`src/rtl/fp32_div_seq_if.sv`:
```
// fp32_div_seq_if: operand/result handshake bundle for the sequential fp32 divider.
// Rev 1.0
`timescale 1ns/1ps
`default_nettype none

interface fp32_div_seq_if;
  logic        in_valid;
  logic        in_ready;
  logic [31:0] a;
  logic [31:0] b;
  logic        out_valid;
  logic        out_ready;
  logic [31:0] result;
  logic [4:0]  flags;
  logic        busy;

  modport master (
    output in_valid, a, b, out_ready,
    input  in_ready, out_valid, result, flags, busy
  );

  modport slave (
    input  in_valid, a, b, out_ready,
    output in_ready, out_valid, result, flags, busy
  );
endinterface

`default_nettype wire

```
`src/rtl/fp32_div_seq.sv`:
```
// fp32_div_seq: multi-cycle IEEE-754 fp32 divider, radix-2 restoring, round-to-nearest-even, flush-to-zero.
// Rev 1.0
`timescale 1ns/1ps
`default_nettype none

module fp32_div_seq #(
  parameter logic [31:0] NAN_VALUE = 32'h7FC00001,
  parameter int          QBITS     = 26
) (
  input  wire logic      clk,
  input  wire logic      rst,
  fp32_div_seq_if.slave  bus
);

  typedef enum logic [1:0] {
    S_IDLE  = 2'd0,
    S_DIV   = 2'd1,
    S_ROUND = 2'd2,
    S_DONE  = 2'd3
  } state_t;

  state_t r_state;
  state_t w_next;

  logic             r_sign;
  logic [7:0]       r_ea;
  logic [7:0]       r_eb;
  logic [23:0]      r_mb;
  logic [24:0]      r_rem;
  logic [QBITS-1:0] r_q;
  logic [4:0]       r_count;
  logic [31:0]      r_result;
  logic [4:0]       r_flags;

  // ---------------- operand classification ----------------
  logic [7:0]  w_ea;
  logic [7:0]  w_eb;
  logic [22:0] w_fa;
  logic [22:0] w_fb;
  logic        w_sign;
  logic        w_a_nan;
  logic        w_b_nan;
  logic        w_a_inf;
  logic        w_b_inf;
  logic        w_a_zero;
  logic        w_b_zero;
  logic        w_in_ready;
  logic        w_accept;

  assign w_ea   = bus.a[30:23];
  assign w_eb   = bus.b[30:23];
  assign w_fa   = bus.a[22:0];
  assign w_fb   = bus.b[22:0];
  assign w_sign = bus.a[31] ^ bus.b[31];

  assign w_a_nan  = (w_ea == 8'hFF) && (w_fa != 23'd0);
  assign w_b_nan  = (w_eb == 8'hFF) && (w_fb != 23'd0);
  assign w_a_inf  = (w_ea == 8'hFF) && (w_fa == 23'd0);
  assign w_b_inf  = (w_eb == 8'hFF) && (w_fb == 23'd0);
  // Zero exponent covers denormals too: they are flushed to signed zero.
  assign w_a_zero = (w_ea == 8'h00);
  assign w_b_zero = (w_eb == 8'h00);

  assign w_in_ready = (r_state == S_IDLE) && !rst;
  assign w_accept   = bus.in_valid && w_in_ready;

  logic        w_special;
  logic [31:0] w_sp_result;
  logic [4:0]  w_sp_flags;

  always_comb begin
    w_special   = 1'b1;
    w_sp_result = NAN_VALUE;
    w_sp_flags  = 5'b10000;
    if (w_a_nan || w_b_nan) begin
      w_sp_result = NAN_VALUE;
      w_sp_flags  = 5'b10000;
    end else if ((w_a_inf && w_b_inf) || (w_a_zero && w_b_zero)) begin
      w_sp_result = NAN_VALUE;
      w_sp_flags  = 5'b10000;
    end else if (w_a_inf) begin
      w_sp_result = {w_sign, 8'hFF, 23'd0};
      w_sp_flags  = 5'b00000;
    end else if (w_b_inf) begin
      w_sp_result = {w_sign, 31'd0};
      w_sp_flags  = 5'b00000;
    end else if (w_b_zero) begin
      w_sp_result = {w_sign, 8'hFF, 23'd0};
      w_sp_flags  = 5'b01000;
    end else if (w_a_zero) begin
      w_sp_result = {w_sign, 31'd0};
      w_sp_flags  = 5'b00000;
    end else begin
      w_special   = 1'b0;
      w_sp_result = 32'd0;
      w_sp_flags  = 5'b00000;
    end
  end

  // ---------------- restoring divide step ----------------
  logic        w_ge;
  logic [24:0] w_diff;
  logic [24:0] w_sel;
  logic [24:0] w_rem_next;

  assign w_ge       = (r_rem >= {1'b0, r_mb});
  assign w_diff     = r_rem - {1'b0, r_mb};
  assign w_sel      = w_ge ? w_diff : r_rem;
  assign w_rem_next = w_sel << 1;

  // ---------------- normalise and round ----------------
  logic               w_hi;
  logic [23:0]        w_mant;
  logic               w_guard;
  logic               w_sticky;
  logic               w_inc;
  logic               w_inexact;
  logic [24:0]        w_mant_rnd;
  logic               w_carry;
  logic [22:0]        w_mant_fin;
  logic signed [9:0]  w_exp_base;
  logic signed [9:0]  w_exp_fin;
  logic [31:0]        w_rnd_result;
  logic [4:0]         w_rnd_flags;

  assign w_hi       = r_q[QBITS-1];
  assign w_mant     = w_hi ? r_q[QBITS-1:2] : r_q[QBITS-2:1];
  assign w_guard    = w_hi ? r_q[1] : r_q[0];
  assign w_sticky   = (w_hi && r_q[0]) || (r_rem != 25'd0);
  assign w_inexact  = w_guard || w_sticky;
  assign w_inc      = w_guard && (w_sticky || w_mant[0]);
  assign w_mant_rnd = {1'b0, w_mant} + {24'd0, w_inc};
  assign w_carry    = w_mant_rnd[24];
  assign w_mant_fin = w_carry ? w_mant_rnd[23:1] : w_mant_rnd[22:0];

  assign w_exp_base = $signed({2'b00, r_ea}) - $signed({2'b00, r_eb})
                    + (w_hi ? 10'sd127 : 10'sd126);
  assign w_exp_fin  = w_exp_base + $signed({9'd0, w_carry});

  always_comb begin
    w_rnd_result = {r_sign, w_exp_fin[7:0], w_mant_fin};
    w_rnd_flags  = {4'b0000, w_inexact};
    if (w_exp_fin >= 10'sd255) begin
      w_rnd_result = {r_sign, 8'hFF, 23'd0};
      w_rnd_flags  = 5'b00101;
    end else if (w_exp_fin <= 10'sd0) begin
      w_rnd_result = {r_sign, 31'd0};
      w_rnd_flags  = 5'b00011;
    end
  end

  // ---------------- control ----------------
  always_ff @(posedge clk or posedge rst) begin
    if (rst) begin
      r_state <= S_IDLE;
    end else begin
      r_state <= w_next;
    end
  end

  always_comb begin
    w_next = r_state;
    case (r_state)
      S_IDLE: begin
        if (w_accept) begin
          w_next = w_special ? S_DONE : S_DIV;
        end
      end
      S_DIV: begin
        if (r_count == 5'(QBITS - 1)) begin
          w_next = S_ROUND;
        end
      end
      S_ROUND: begin
        w_next = S_DONE;
      end
      S_DONE: begin
        if (bus.out_ready) begin
          w_next = S_IDLE;
        end
      end
      default: begin
        w_next = S_IDLE;
      end
    endcase
  end

  // ---------------- datapath ----------------
  always_ff @(posedge clk or posedge rst) begin
    if (rst) begin
      r_sign   <= 1'b0;
      r_ea     <= 8'd0;
      r_eb     <= 8'd0;
      r_mb     <= 24'd0;
      r_rem    <= 25'd0;
      r_q      <= '0;
      r_count  <= 5'd0;
      r_result <= 32'd0;
      r_flags  <= 5'd0;
    end else begin
      case (r_state)
        S_IDLE: begin
          if (w_accept) begin
            r_sign  <= w_sign;
            r_ea    <= w_ea;
            r_eb    <= w_eb;
            r_mb    <= {1'b1, w_fb};
            r_rem   <= {2'b01, w_fa};
            r_q     <= '0;
            r_count <= 5'd0;
            if (w_special) begin
              r_result <= w_sp_result;
              r_flags  <= w_sp_flags;
            end
          end
        end
        S_DIV: begin
          r_rem   <= w_rem_next;
          r_q     <= {r_q[QBITS-2:0], w_ge};
          r_count <= r_count + 5'd1;
        end
        S_ROUND: begin
          r_result <= w_rnd_result;
          r_flags  <= w_rnd_flags;
        end
        default: begin
        end
      endcase
    end
  end

  assign bus.in_ready  = w_in_ready;
  assign bus.out_valid = (r_state == S_DONE);
  assign bus.busy      = (r_state == S_DIV) || (r_state == S_ROUND);
  assign bus.result    = r_result;
  assign bus.flags     = r_flags;

endmodule

`default_nettype wire
```
`src/flat_wrapper.sv`:
```
// flat-port wrapper written by rule: the top's interface ports become plain ports
module fp32_div_seq_flat 
#(
  parameter logic [31:0] NAN_VALUE = 32'h7FC00001,
  parameter int          QBITS     = 26
)
  (clk, rst, bus_in_valid, bus_a, bus_b, bus_out_ready, bus_in_ready, bus_out_valid, bus_result, bus_flags, bus_busy);
  fp32_div_seq_if bus_i ();
  input  wire logic clk;
  input  wire logic rst;
  input wire logic [$bits(bus_i.in_valid)-1:0] bus_in_valid;
  input wire logic [$bits(bus_i.a)-1:0] bus_a;
  input wire logic [$bits(bus_i.b)-1:0] bus_b;
  input wire logic [$bits(bus_i.out_ready)-1:0] bus_out_ready;
  output wire logic [$bits(bus_i.in_ready)-1:0] bus_in_ready;
  output wire logic [$bits(bus_i.out_valid)-1:0] bus_out_valid;
  output wire logic [$bits(bus_i.result)-1:0] bus_result;
  output wire logic [$bits(bus_i.flags)-1:0] bus_flags;
  output wire logic [$bits(bus_i.busy)-1:0] bus_busy;
  assign bus_i.in_valid = bus_in_valid;
  assign bus_i.a = bus_a;
  assign bus_i.b = bus_b;
  assign bus_i.out_ready = bus_out_ready;
  assign bus_in_ready = bus_i.in_ready;
  assign bus_out_valid = bus_i.out_valid;
  assign bus_result = bus_i.result;
  assign bus_flags = bus_i.flags;
  assign bus_busy = bus_i.busy;
  fp32_div_seq #(.NAN_VALUE(NAN_VALUE), .QBITS(QBITS)) u_core (.clk(clk), .rst(rst), .bus(bus_i));
endmodule
```
`config.mk`:
```
export PLATFORM = sky130hd
export DESIGN_NAME = fp32_div_seq_flat
export DESIGN_NICKNAME = d
export VERILOG_FILES = /design/src/rtl/fp32_div_seq_if.sv /design/src/rtl/fp32_div_seq.sv /design/src/flat_wrapper.sv
export SDC_FILE = /design/constraint.sdc
export NUM_CORES = 1
export LEC_CHECK = 0
export CORE_MARGIN = 2
export CORE_UTILIZATION = 50
export DETAILED_ROUTE_END_ITERATION = 12
export GPL_ROUTABILITY_DRIVEN = 0
export PLACE_DENSITY_LB_ADDON = 0.05
export SLEW_MARGIN = 20
export SYNTH_ARGS = -nofsm -noshare
export SYNTH_HDL_FRONTEND = slang
export SYNTH_SLANG_ARGS = --single-unit
```
`constraint.sdc`:
```
create_clock -name clk -period 8.6 [get_ports clk]
set_input_delay 0.86 -clock clk [delete_from_list [all_inputs] [get_ports clk]]
set_output_delay 0.86 -clock clk [all_outputs]
set_load 0.05 [all_outputs]
```
---- Word-level counts from Yosys, hierarchy flattened ----
Cells that the tools add are included.
operators by class
  reductions and logical operators ........ 31
  bitwise logic cells ..................... 1
  multiplexer cells ....................... 43
  $add $sub $neg .......................... 6
  $lt $le $gt $ge ......................... 3
  equal/unequal tests ..................... 10
operators with widths
  cell                 count
  $mux 32              8
  $pmux 32 s2          1
  $mux 31              2
  $pmux 26 s2          1
  $pmux 25 s2          1
  $mux 24              2
  $logic_not 23->1     2
  $reduce_bool 23->1   2
  $mux 5               8
  $mux 26              1
  $add 24x1->25        1
  $ge 25x24->1         1
  $mux 25              1
  $reduce_bool 25->1   1
  $sub 24x24->24       1
  $mux 23              1
  $pmux 5 s2           2
  $eq 8x8->1 const B   2
  $logic_not 8->1      2
  $add 10x10->10       1
  $add 10x2->10        1
  $ge 10x9->1 const B  1
  $le 10x1->1 const B  1
  $logic_and 1x1->1    10
  other kinds (18)     40
storage, ports and cells
  logic and storage cells ................. 104
  output and inout port bits .............. 40
  register bits ........................... 136
  bits of input ports ..................... 68

---- Longest topological paths before layout ----
Gate-level depths: netlist of the first run.
  word-level depth ........................ 10
  mapped depth ............................ 23
  depth with buffers taken out ............ 18

---- Worst setup path after synthesis of the first run ----
Ideal clock, no wire load.
  path kind ............................... flip-flop to flip-flop
  from .................................... register u_core.r_q[25]
  to ...................................... register u_core.r_result[10] (netlist: u_core.bus.result[10])
  data arrival time ....................... 4.925 ns
  clock period less this slack ............ 5.052 ns
  cell stages (with the launch flop) ...... 24
  path slack .............................. 3.548 ns
  cells stage by stage .................... dfrtp_1 buf_2 buf_1 clkbuf_1 buf_1 nand2_1 a21boi_0 ha_1 nand3_1 a2111oi_4 nand4_2 xor2_1 ha_1 nor2_1 ha_1 nor3b_1 mux2i_1 xnor2_1 nor4b_1 nand4_1 and4_1 o21ai_2 buf_4 o21ai_0
on the way
  longest elaborated chain between the ends .. 10
  elaborated cells between the ends (all ways) .. 16
  those cells by class .................... 3 x add/sub; 2 x order compare; 7 x mux; 4 x reduce/logical
ends and longest elaborated chain
  item                    line                 source
  start, declared         fp32_div_seq.sv:30   logic [QBITS-1:0] r_q;
  start signal, assigned  fp32_div_seq.sv:219  r_q <= {r_q[QBITS-2:0], w_ge};
  $logic_and 1x1->1       fp32_div_seq.sv:129  assign w_sticky = (w_hi && r_q[0]) || (r_rem != 25'd0);
  $logic_or 1x1->1        fp32_div_seq.sv:129
  $logic_or 1x1->1        fp32_div_seq.sv:131  assign w_inc = w_guard && (w_sticky || w_mant[0]);
  $logic_and 1x1->1       fp32_div_seq.sv:131
  $add 24x1->25           fp32_div_seq.sv:132  assign w_mant_rnd = {1'b0, w_mant} + {24'd0, w_inc};
  $add 10x2->10           fp32_div_seq.sv:138  assign w_exp_fin = w_exp_base + $signed({9'd0, w_carry});
  $le 10x1->1             fp32_div_seq.sv:146  end else if (w_exp_fin <= 10'sd0) begin
  $mux 31                 fp32_div_seq.sv:146
  $mux 31 *               fp32_div_seq.sv:143  if (w_exp_fin >= 10'sd255) begin
  $pmux 32 s2 *           fp32_div_seq.sv:201  case (r_state)
  end signal, assigned    fp32_div_seq.sv:212  r_result <= w_sp_result;
  end signal, assigned    fp32_div_seq.sv:223  r_result <= w_rnd_result;
  end, declared           fp32_div_seq.sv:32   logic [31:0] r_result;
Mark *: on every way between the ends. The rest lies on a longest branch, timed or not.
A chain may end at the register's enable or synchronous reset.

---- Final worst setup path of the first run ----
  from .................................... register u_core.r_q[25]
  to ...................................... register u_core.r_result[6] (netlist: u_core.bus.result[6])
The elaborated chain is that of the path after synthesis.

==> results of run 1 <==
==> per-stage QoR <==
stage          cell area, um2  power, mW
4_1_cts                 10700       4.68
6_report                10700       4.69
5_1_grt                 10700       5.06
2_1_floorplan            8820       3.20
3_3_place_gp            10100       3.85
3_5_place_dp            10100       3.88
==> area by class of cell <==
type | count | area (um2) | area share
Multi-Input combinational cell | 736 | 5050 | 0.471
Clock buffer | 19 | 453 | 0.0423
Sequential cell | 136 | 3400 | 0.318
Inverter | 55 | 211 | 0.0197
Timing Repair Buffer | 115 | 1130 | 0.106
Clock inverter | 12 | 175 | 0.0164
Tap cell | 225 | 282 | 0.0263
==> power by group <==
part	internal [mW]	switching, mW	total, mW
Combinational	1.15	1.68	2.82
Clock	0.498	0.288	0.786
Sequential	0.872	0.205	1.08
==> worst paths after layout <==
path                                        endpoint  cells after the start
worst min register to register       u_core.r_mb[23]                      2
min in group asynchronous             u_core.r_ea[7]                      2
worst min-delay path                 u_core.r_mb[23]                      2
worst max register to register  u_core.bus.result[6]                     18
worst max-delay path            u_core.bus.result[6]                     18
max in group asynchronous             u_core.r_q[12]                      3
==> Yosys cell counts, types with 9 or more instances <==
master    instances
mux2i_1          15
o21a_1           11
nand3_1          16
buf_1             9
ha_1             42
clkbuf_1         32
xnor2_1          27
nor4_1           22
a21oi_1          46
mux2_2           47
nand2_1         130
o22ai_1          22
dfrtp_1         136
o211ai_1         12
a211oi_1         15
o21ai_0          53
inv_1            55
nor3_1           16
a22o_1           23
nand4_1          20
a31oi_1          19
nor2_1           51
o21ai_1          10
xor2_1           20
nand2b_1         12
==> per-layer routing <==
layer / wire length (um) / track usage
met1: 10500 / 0.345
met2: 11000 / 0.418
met3: 726 / 0.0407
met4: 331 / 0.0739
met5: 0 / 0
==> registers in the layout, summed over array words and instances (netlist names) <==
name and flops:
u_core.bus.result 32, u_core.r_q 26, u_core.r_state 2, u_core.r_count 5
u_core.r_mb 24, u_core.r_sign 1, u_core.bus.flags 5, u_core.r_ea 8
u_core.r_eb 8, u_core.r_rem 25
==> kinds of logic (layout without fill, tap and decap cells) <==
| group | after synthesis | after routing | synth area share |
|---|---|---|---|
| simple gates | 306 | 306 | 0.165 |
| compound gates | 276 | 276 | 0.215 |
| flops | 136 | 136 | 0.386 |
| buf+inv | 101 | 201 | 0.0447 |
| mux | 62 | 62 | 0.0770 |
| xor+xnor | 48 | 48 | 0.0485 |
| fa+ha+maj | 44 | 44 | 0.0641 |
==> worst min-delay path: stages (launching register included) <==
cell	delay (ns)
dfrtp_1	0.32
inv_1	0.05
nand2_1	0.05
==> impl_metrics.json, run 1 <==
{
  "status": "completed",
  "area_growth_pct": 21.4,
  "finalCoreUtilization": 0.619,
  "setup_viol": 0,
  "cp-startpoint": "u_core.r_q[25]",
  "final_cell_mix": "dfrtp_1 (135), nand2_1 (129), clkdlybuf4s50_1 (107)",
  "path_max_fanout": 33,
  "synth_area_per_cell_um2": 9.06,
  "cp_num_buf_inv": 0,
  "io_buffers": 107,
  "cts_buffer_depth": 2,
  "clock_sinks": 136,
  "vias": 7645,
  "num_rows": 48,
  "finalCritPeriodShare": 0.642,
  "startpoint_type": "flip-flop",
  "p_per_area_nw_per_um2": 438,
  "crit_top_cell": "ha_1",
  "clkLatencyLatePin_ns": 0.42,
  "fin_skew_ns": 0.00699,
  "ioPinCount": 108,
  "wire_per_inst_um": 17.4,
  "grt_pass1_vias": 7268,
  "grt_start_max_net_pins": 85,
  "seq_area_frac_synth": 0.386,
  "dieWidth_um": 137,
  "ant_nets": 0,
  "post_cts_resize_count": 0,
  "timing.final.ws_setup_ns": 3.08,
  "hold_violations": 0,
  "cts_tree": "yes",
  "slew_headroom": 0.311,
  "coreArea_um2": 17300,
  "synth-edff-count": 0,
  "synthCells": 973,
  "dieArea_um2": 18700,
  "critPathMaxStageDelay_ns": 0.61,
  "yosys.area.top_type": "dfrtp_1",
  "critPathKind": "flip-flop to flip-flop",
  "yosys-top-cells-area": "dfrtp_1 (39%), mux2_2 (6.0%), ha_1 (6.0%)",
  "routed_via_density": 5.89,
  "leakage_nw": 4.36,
  "setup_tns_ns": 0,
  "drt-total-wl_um": 22600,
  "fin_crit_ns": 5.52,
  "final_common_cell": "dfrtp_1",
  "postCtsSetupRepairBufs": 0,
  "drc": 0,
  "irDropWorstVdd_uv": 263,
  "slowest_stage": "dfrtp_2",
  "ys_ff_latch": 136,
  "worstPathCellList": "nand2b_1, a21boi_0, ha_1, nand3_1, a2111oi_4, nand4_2, xor2_1, ha_1, nor2_1, ha_1, nor3b_1, mux2i_1, xnor2_1, nor4b_1, nand4_1, and4_1, o21ai_2, o21ai_0",
  "synth_area_um2": 8820,
  "fillers": 1554,
  "dr.pass1.iters": 5,
  "place_inst": 1267,
  "diodes": 0,
  "yosys_warnings": 0,
  "final_cells": 1298,
  "whs_ns": 0.450,
  "grt_use_total": 0.253,
  "antenna_found_initial": 0,
  "fmax_mhz": 181,
  "hp-start": "u_core.r_mb[23]",
  "pre_cts_ws_ns": 3.10,
  "tightest_slew_ns": 1.03,
  "critPathTopFamily": "simple AND/OR/NAND/NOR gates",
  "die_h_um": 137,
  "hpwlAfterDp_um": 16500,
  "reg2reg_setup_slack_ns": 3.08,
  "grt_overflow": 0,
  "end_kind": "flip-flop",
  "hold_path.class": "flip-flop to flip-flop",
  "layout.nets": 1173,
  "required_ns": 8.87,
  "grt_pass1_wl_um": 37200,
  "r2r_start": "u_core.r_q[25]",
  "synth_top_cell_area_share": 0.386,
  "initial_utilization": 0.510,
  "drive_gt1_frac": 0.107,
  "synthArstFlopShare": 1.00,
  "final-max-slew-violation-count": 0,
  "cts-htree-levels": 4,
  "yosysUniqueCellTypes": 70,
  "synth_ff_type": "dfrtp_1",
  "initialDrtViolationCount": 542,
  "worst_ep_arrival_time_ns": 5.79,
  "cap_violations": 0,
  "rsz0062_at_grt": "false",
  "cts_made_buffers": 17,
  "clk_pin_slew_ns": 0.06,
  "syn_nets": 1085,
  "holdBufCountCts": 0,
  "cts_root_buffer": "clkbuf_16"
}
No activity file was read; power rests on OpenSTA's default activity.
==> run 2, diff against run 1 <==
clock period = 4.8 ns   (was 8.6 ns; I/O delays follow)
==> impl_metrics.json, run 2 (same netlist as run 1, synthesis figures left out) <==
{
  "final_common_cell": "dfrtp_1",
  "grt_overflow": 0,
  "whs_ns": 0.454,
  "finalCritPeriodShare": 0.931,
  "final-max-slew-violation-count": 0,
  "layout.nets": 1180,
  "largest_register_ffs": 32,
  "dieArea_um2": 18700,
  "fin_skew_ns": 0.0101,
  "io_buffers": 107,
  "critPathKind": "flip-flop to flip-flop",
  "dieWidth_um": 137,
  "cts_buffer_depth": 2,
  "ant_nets": 0,
  "end_kind": "flip-flop",
  "irDropWorstVdd_uv": 437,
  "fin_area_um2": 10700,
  "cts_tree": "yes",
  "clock_sinks": 136,
  "hold_violations": 0,
  "final_cells": 1306,
  "drt-total-wl_um": 22700,
  "hpwlAfterDp_um": 16700,
  "grt_start_max_net_pins": 103,
  "pre_cts_ws_ns": 0.252,
  "vias": 7704,
  "ioPinCount": 108,
  "dr.pass1.iters": 5,
  "slowest_stage": "dfrtp_2",
  "fillers": 1504,
  "num_rows": 48,
  "cp-startpoint": "u_core.r_q[25]",
  "worst_ep_arrival_time_ns": 4.76,
  "clk_pin_slew_ns": 0.06,
  "tightest_slew_ns": 0.929,
  "status": "completed",
  "fmax_mhz": 224,
  "r2r_start": "u_core.r_q[25]",
  "power_mw": 8.40,
  "cap_violations": 0,
  "startpoint_type": "flip-flop",
  "antenna_found_initial": 0,
  "path_max_fanout": 21,
  "initial_utilization": 0.510,
  "clkLatencyLatePin_ns": 0.42,
  "crit_top_cell": "ha_1",
  "placed_cell_area_um2": 10100,
  "area_growth_pct": 21.7,
  "timing.final.ws_setup_ns": 0.331,
  "place_inst": 1272,
  "worstPathCellList": "nand2b_1, a21boi_0, ha_1, nand3_1, a2111oi_4, nand4_2, xor2_1, ha_1, nor2_1, ha_1, nor3b_1, mux2i_1, xnor2_1, nor4b_2, nand4_1, and4_2, o21ai_2, buf_6, o21ai_0",
  "hold_path.class": "flip-flop to flip-flop",
  "die_h_um": 137,
  "grt_use_total": 0.251,
  "coreArea_um2": 17300,
  "grt_pass1_vias": 7329,
  "wire_per_inst_um": 17.4,
  "diodes": 0,
  "p_per_area_nw_per_um2": 782,
  "drc": 0,
  "routed_via_density": 5.90,
  "required_ns": 5.09,
  "slew_headroom": 0.379,
  "cts-htree-levels": 4,
  "drive_gt1_frac": 0.112,
  "holdBufCountCts": 0,
  "grt_pass1_wl_um": 37100,
  "initialDrtViolationCount": 484,
  "critPathMaxStageDelay_ns": 0.42,
  "final_cell_mix": "dfrtp_1 (135), nand2_1 (129), clkdlybuf4s50_1 (107)",
  "leakage_nw": 4.38,
  "hp-start": "u_core.r_mb[23]",
  "cts_made_buffers": 17,
  "cts_root_buffer": "clkbuf_16",
  "fin_crit_ns": 4.47,
  "setup_viol": 0
}
==> run 2: critical path: cells and delay by family (launching register included) <==
kind | cells | cell delay (ns)
simple gates | 8 | 1.69
xor+xnor | 2 | 0.39
fa+ha+maj | 3 | 0.65
compound gates | 4 | 0.84
mux | 1 | 0.14
buf+inv | 1 | 0.19
flops | 1 | 0.42
==> run 2: stage by stage <==
| step | util | setup TNS [ns] |
|---|---|---|
| floorplan | - | 0 |
| global placement | 0.584 | 0 |
| detailed placement | 0.584 | 0 |
| CTS | 0.619 | 0 |
| global route | 0.621 | -0.0404 |
| finish | 0.621 | 0 |
==> run 2: final cells by class <==
class,instances,area (um2),share of cell area
multi-input cells,736,5050,0.471
well taps,225,282,0.0262
flip-flops and latches,136,3400,0.317
inverters,55,211,0.0197
repair buffers,122,1190,0.111
clock inverters,11,149,0.0139
clock buffers,21,450,0.0420
==> run 2: path summary, 6_finish.rpt <==
check                           cells past startpoint                   end  slack [ns]
worst max-delay path                               19  u_core.bus.result[3]        0.33
worst min-delay path                                2       u_core.r_mb[23]        0.45
worst max register to register                     19  u_core.bus.result[3]        0.33
worst min register to register                      2       u_core.r_mb[23]        0.45
max in group asynchronous                           3        u_core.r_eb[4]        3.14
min in group asynchronous                           2     u_core.r_count[4]        0.68
==> run 2: where the power goes <==
group / switching [mW] / internal [mW]
combinational: 3.05 / 2.08
clock: 0.498 / 0.831
sequential: 0.373 / 1.56
total: 3.92 / 4.48
==> run 2: what timing repair did <==
action / in CTS / in global routing
buffers inserted: 0 / 2
gates resized for setup: 0 / 3
setup endpoints to repair: 0 / 21
==> run 2: routing by layer <==
| layer | track usage | share of wire | vias to the layer above |
|---|---|---|---|
| li1 | - | - | 3759 |
| met1 | 0.345 | 0.46 | 3701 |
| met2 | 0.406 | 0.48 | 207 |
| met3 | 0.0378 | 0.037 | 37 |
| met4 | 0.0888 | 0.024 | 0 |
| met5 | 0 | 0 | - |
==> run 3, diff against run 2 <==
--- a/config.mk
+++ b/config.mk
@@ -6,6 +6,8 @@
 export NUM_CORES = 1
 export LEC_CHECK = 0
+export ABC_AREA = 1
 export CORE_MARGIN = 2
 export CORE_UTILIZATION = 50
+export CTS_CLUSTER_DIAMETER = 80
 export DETAILED_ROUTE_END_ITERATION = 12
 export GPL_ROUTABILITY_DRIVEN = 0
==> constraint.sdc (replaced) <==
create_clock -name clk -period 4.8 [get_ports clk]
set_input_delay 0.48 -clock clk [delete_from_list [all_inputs] [get_ports clk]]
set_output_delay 0.48 -clock clk [all_outputs]
set_load 0.01 [all_outputs]
==> impl_metrics.json, run 3 <==
{
  "placed_cell_area_um2": 10700,
  "fin_area_um2": 11300,
  "yosysUniqueCellTypes": 50,
  "clk_pin_slew_ns": 0.06,
  "postCtsSetupRepairBufs": 0,
  "end_kind": "flip-flop",
  "finalCritPeriodShare": 0.884,
  "synth.most_common_cell": "nand2_1",
  "grt_start_max_net_pins": 72,
  "cp_num_buf_inv": 6,
  "worst_ep_arrival_time_ns": 4.59,
  "grt_overflow": 0,
  "critPathMaxStageDelay_ns": 0.46,
  "tightest_slew_ns": 0.765,
  "p_per_area_nw_per_um2": 778,
  "grt_pass1_wl_um": 42300,
  "ant_nets": 0,
  "slew_headroom": 0.485,
  "cts-htree-levels": 4,
  "initialDrtViolationCount": 645,
  "synth_area_per_cell_um2": 7.27,
  "antenna_found_initial": 0,
  "final_common_cell": "nand2_1",
  "cts_tree": "yes",
  "startpoint_type": "flip-flop",
  "r2r-end": "u_core.bus.result[10]",
  "drive_gt1_frac": 0.0853,
  "hp-start": "u_core.r_mb[23]",
  "required_ns": 5.15,
  "largest_register_ffs": 32,
  "setup_tns_ns": 0,
  "reg2reg_setup_slack_ns": 0.56,
  "place_inst": 1608,
  "grt_pass1_vias": 8471,
  "synth_common_cells": "nand2_1 (296), inv_1 (202), dfrtp_1 (136)",
  "synthArstFlopShare": 1.00,
  "fmax_mhz": 236,
  "die_h_um": 141,
  "final_cells": 1640,
  "slowest_stage": "dfrtp_2",
  "hpwlAfterDp_um": 19100,
  "synth_area_um2": 9410,
  "hold_path.class": "flip-flop to flip-flop",
  "fin_crit_ns": 4.24,
  "drt-total-wl_um": 25100,
  "dr.pass1.iters": 5,
  "diodes": 0,
  "coreArea_um2": 18600,
  "setup_viol": 0,
  "area_growth_pct": 19.7,
  "hold_violations": 0,
  "critPathTopFamily": "simple AND/OR/NAND/NOR gates",
  "num_rows": 50,
  "rr_worst_depth": 31,
  "worstHoldPathCells": 2,
  "cap_violations": 0,
  "clkLatencyLatePin_ns": 0.43,
  "yosys_warnings": 0,
  "ys_ff_latch": 136,
  "final_cell_mix": "nand2_1 (295), inv_1 (201), dfrtp_1 (135)",
  "final-max-slew-violation-count": 0,
  "irDropWorstVdd_uv": 336,
  "rsz0062_at_grt": "false",
  "dieWidth_um": 141,
  "io_buffers": 107,
  "dieArea_um2": 19900,
  "routed_via_density": 5.32,
  "initial_utilization": 0.506,
  "path_max_fanout": 33,
  "yosys.area.top_type": "dfrtp_1",
  "critPathKind": "flip-flop to flip-flop",
  "cts_made_buffers": 17,
  "crit_top_cell": "nand2_1",
  "cts_root_buffer": "clkbuf_16",
  "layout.nets": 1505,
  "hold_end": "u_core.r_mb[23]",
  "synth-edff-count": 0,
  "fin_skew_ns": 0.0102,
  "synth_ff_type": "dfrtp_1",
  "clock_sinks": 136,
  "ioPinCount": 108,
  "leakage_nw": 5.30,
  "cts_buffer_depth": 2,
  "drc": 0,
  "syn_nets": 1406,
  "wire_per_inst_um": 15.3,
  "r2r_start": "u_core.r_q[25]",
  "synth_top_cell_area_share": 0.362,
  "status": "completed",
  "synthCells": 1294,
  "seq_area_frac_synth": 0.362,
  "vias": 8732,
  "yosys-top-cells-area": "dfrtp_1 (36%), nand2_1 (12%), inv_1 (8.1%)",
  "grt_use_total": 0.263
}
[run 3: metal layers]
metal,wire length (um),vias to the layer above,track usage,share of wire
met1,12600,4040,0.394,0.50
met4,376,0,0.0679,0.015
li1,-,4443,-,-
met3,1350,27,0.0448,0.054
met2,10800,222,0.396,0.43
met5,0,-,0,0
[run 3: final cells by class]
type | instances | area, um2
flip-flops and latches | 136 | 3400
clock inverters | 15 | 138
clock buffers | 17 | 425
repair buffers | 123 | 1190
well taps | 234 | 293
inverters | 208 | 786
multi-input cells | 907 | 5020
fillers | 1749 | 7320
[run 3: kinds of logic after synthesis]
| family | count (synthesis) | share of synthesized area |
|---|---|---|
| XOR/XNOR | 37 | 0.0344 |
| adder cells (fa/ha/maj) | 44 | 0.0601 |
| flip-flops | 136 | 0.362 |
| AO/OA/AOI/OAI | 250 | 0.160 |
| AND/OR/NAND/NOR | 576 | 0.277 |
| buffers and inverters | 251 | 0.107 |
[run 3: worst reg2reg max path, delay by kind of cell (launching register included)]
kind	cells	cell delay [ns]
simple gates	20	2.23
buf+inv	6	0.53
fa+ha+maj	3	0.52
flops	1	0.46
compound gates	2	0.43
[run 3: timing repair]
action	in CTS	in global routing
setup endpoints to repair	0	20
hold buffers	0	0
resized for setup	0	3
[run 3: report_power, final]
part	internal (mW)	switching, mW
registers	1.62	0.298
clock network	0.683	0.595
logic	2.01	3.56
total	4.31	4.46
[run 3: how the worst max path moves through the flow]
stage          cells after the start           start                     to  slack, ns
4_1_cts                           30  u_core.r_q[25]  u_core.bus.result[21]       0.22
5_1_grt                           31  u_core.r_q[25]   u_core.bus.result[8]      0.006
3_5_place_dp                      30  u_core.r_q[25]  u_core.bus.result[21]       0.25
6_report                          31  u_core.r_q[25]  u_core.bus.result[10]       0.56
2_1_floorplan                      1             rst    u_core.bus.flags[0]       0.68
3_3_place_gp                      30  u_core.r_q[25]   u_core.bus.result[1]       0.39
[run 3: through the flow]
step / hold slack, ns / total power, mW / setup WS, ns / utilization
global placement: 0.451 / 7.34 / 0.388 / 0.575
finish: 0.461 / 8.76 / 0.557 / 0.606
CTS: 0.466 / 8.71 / 0.217 / 0.605
detailed placement: 0.451 / 7.38 / 0.248 / 0.575
floorplan: 0.426 / 6.02 / 0.681 / -
global route: 0.504 / 9.59 / 0.00612 / 0.606
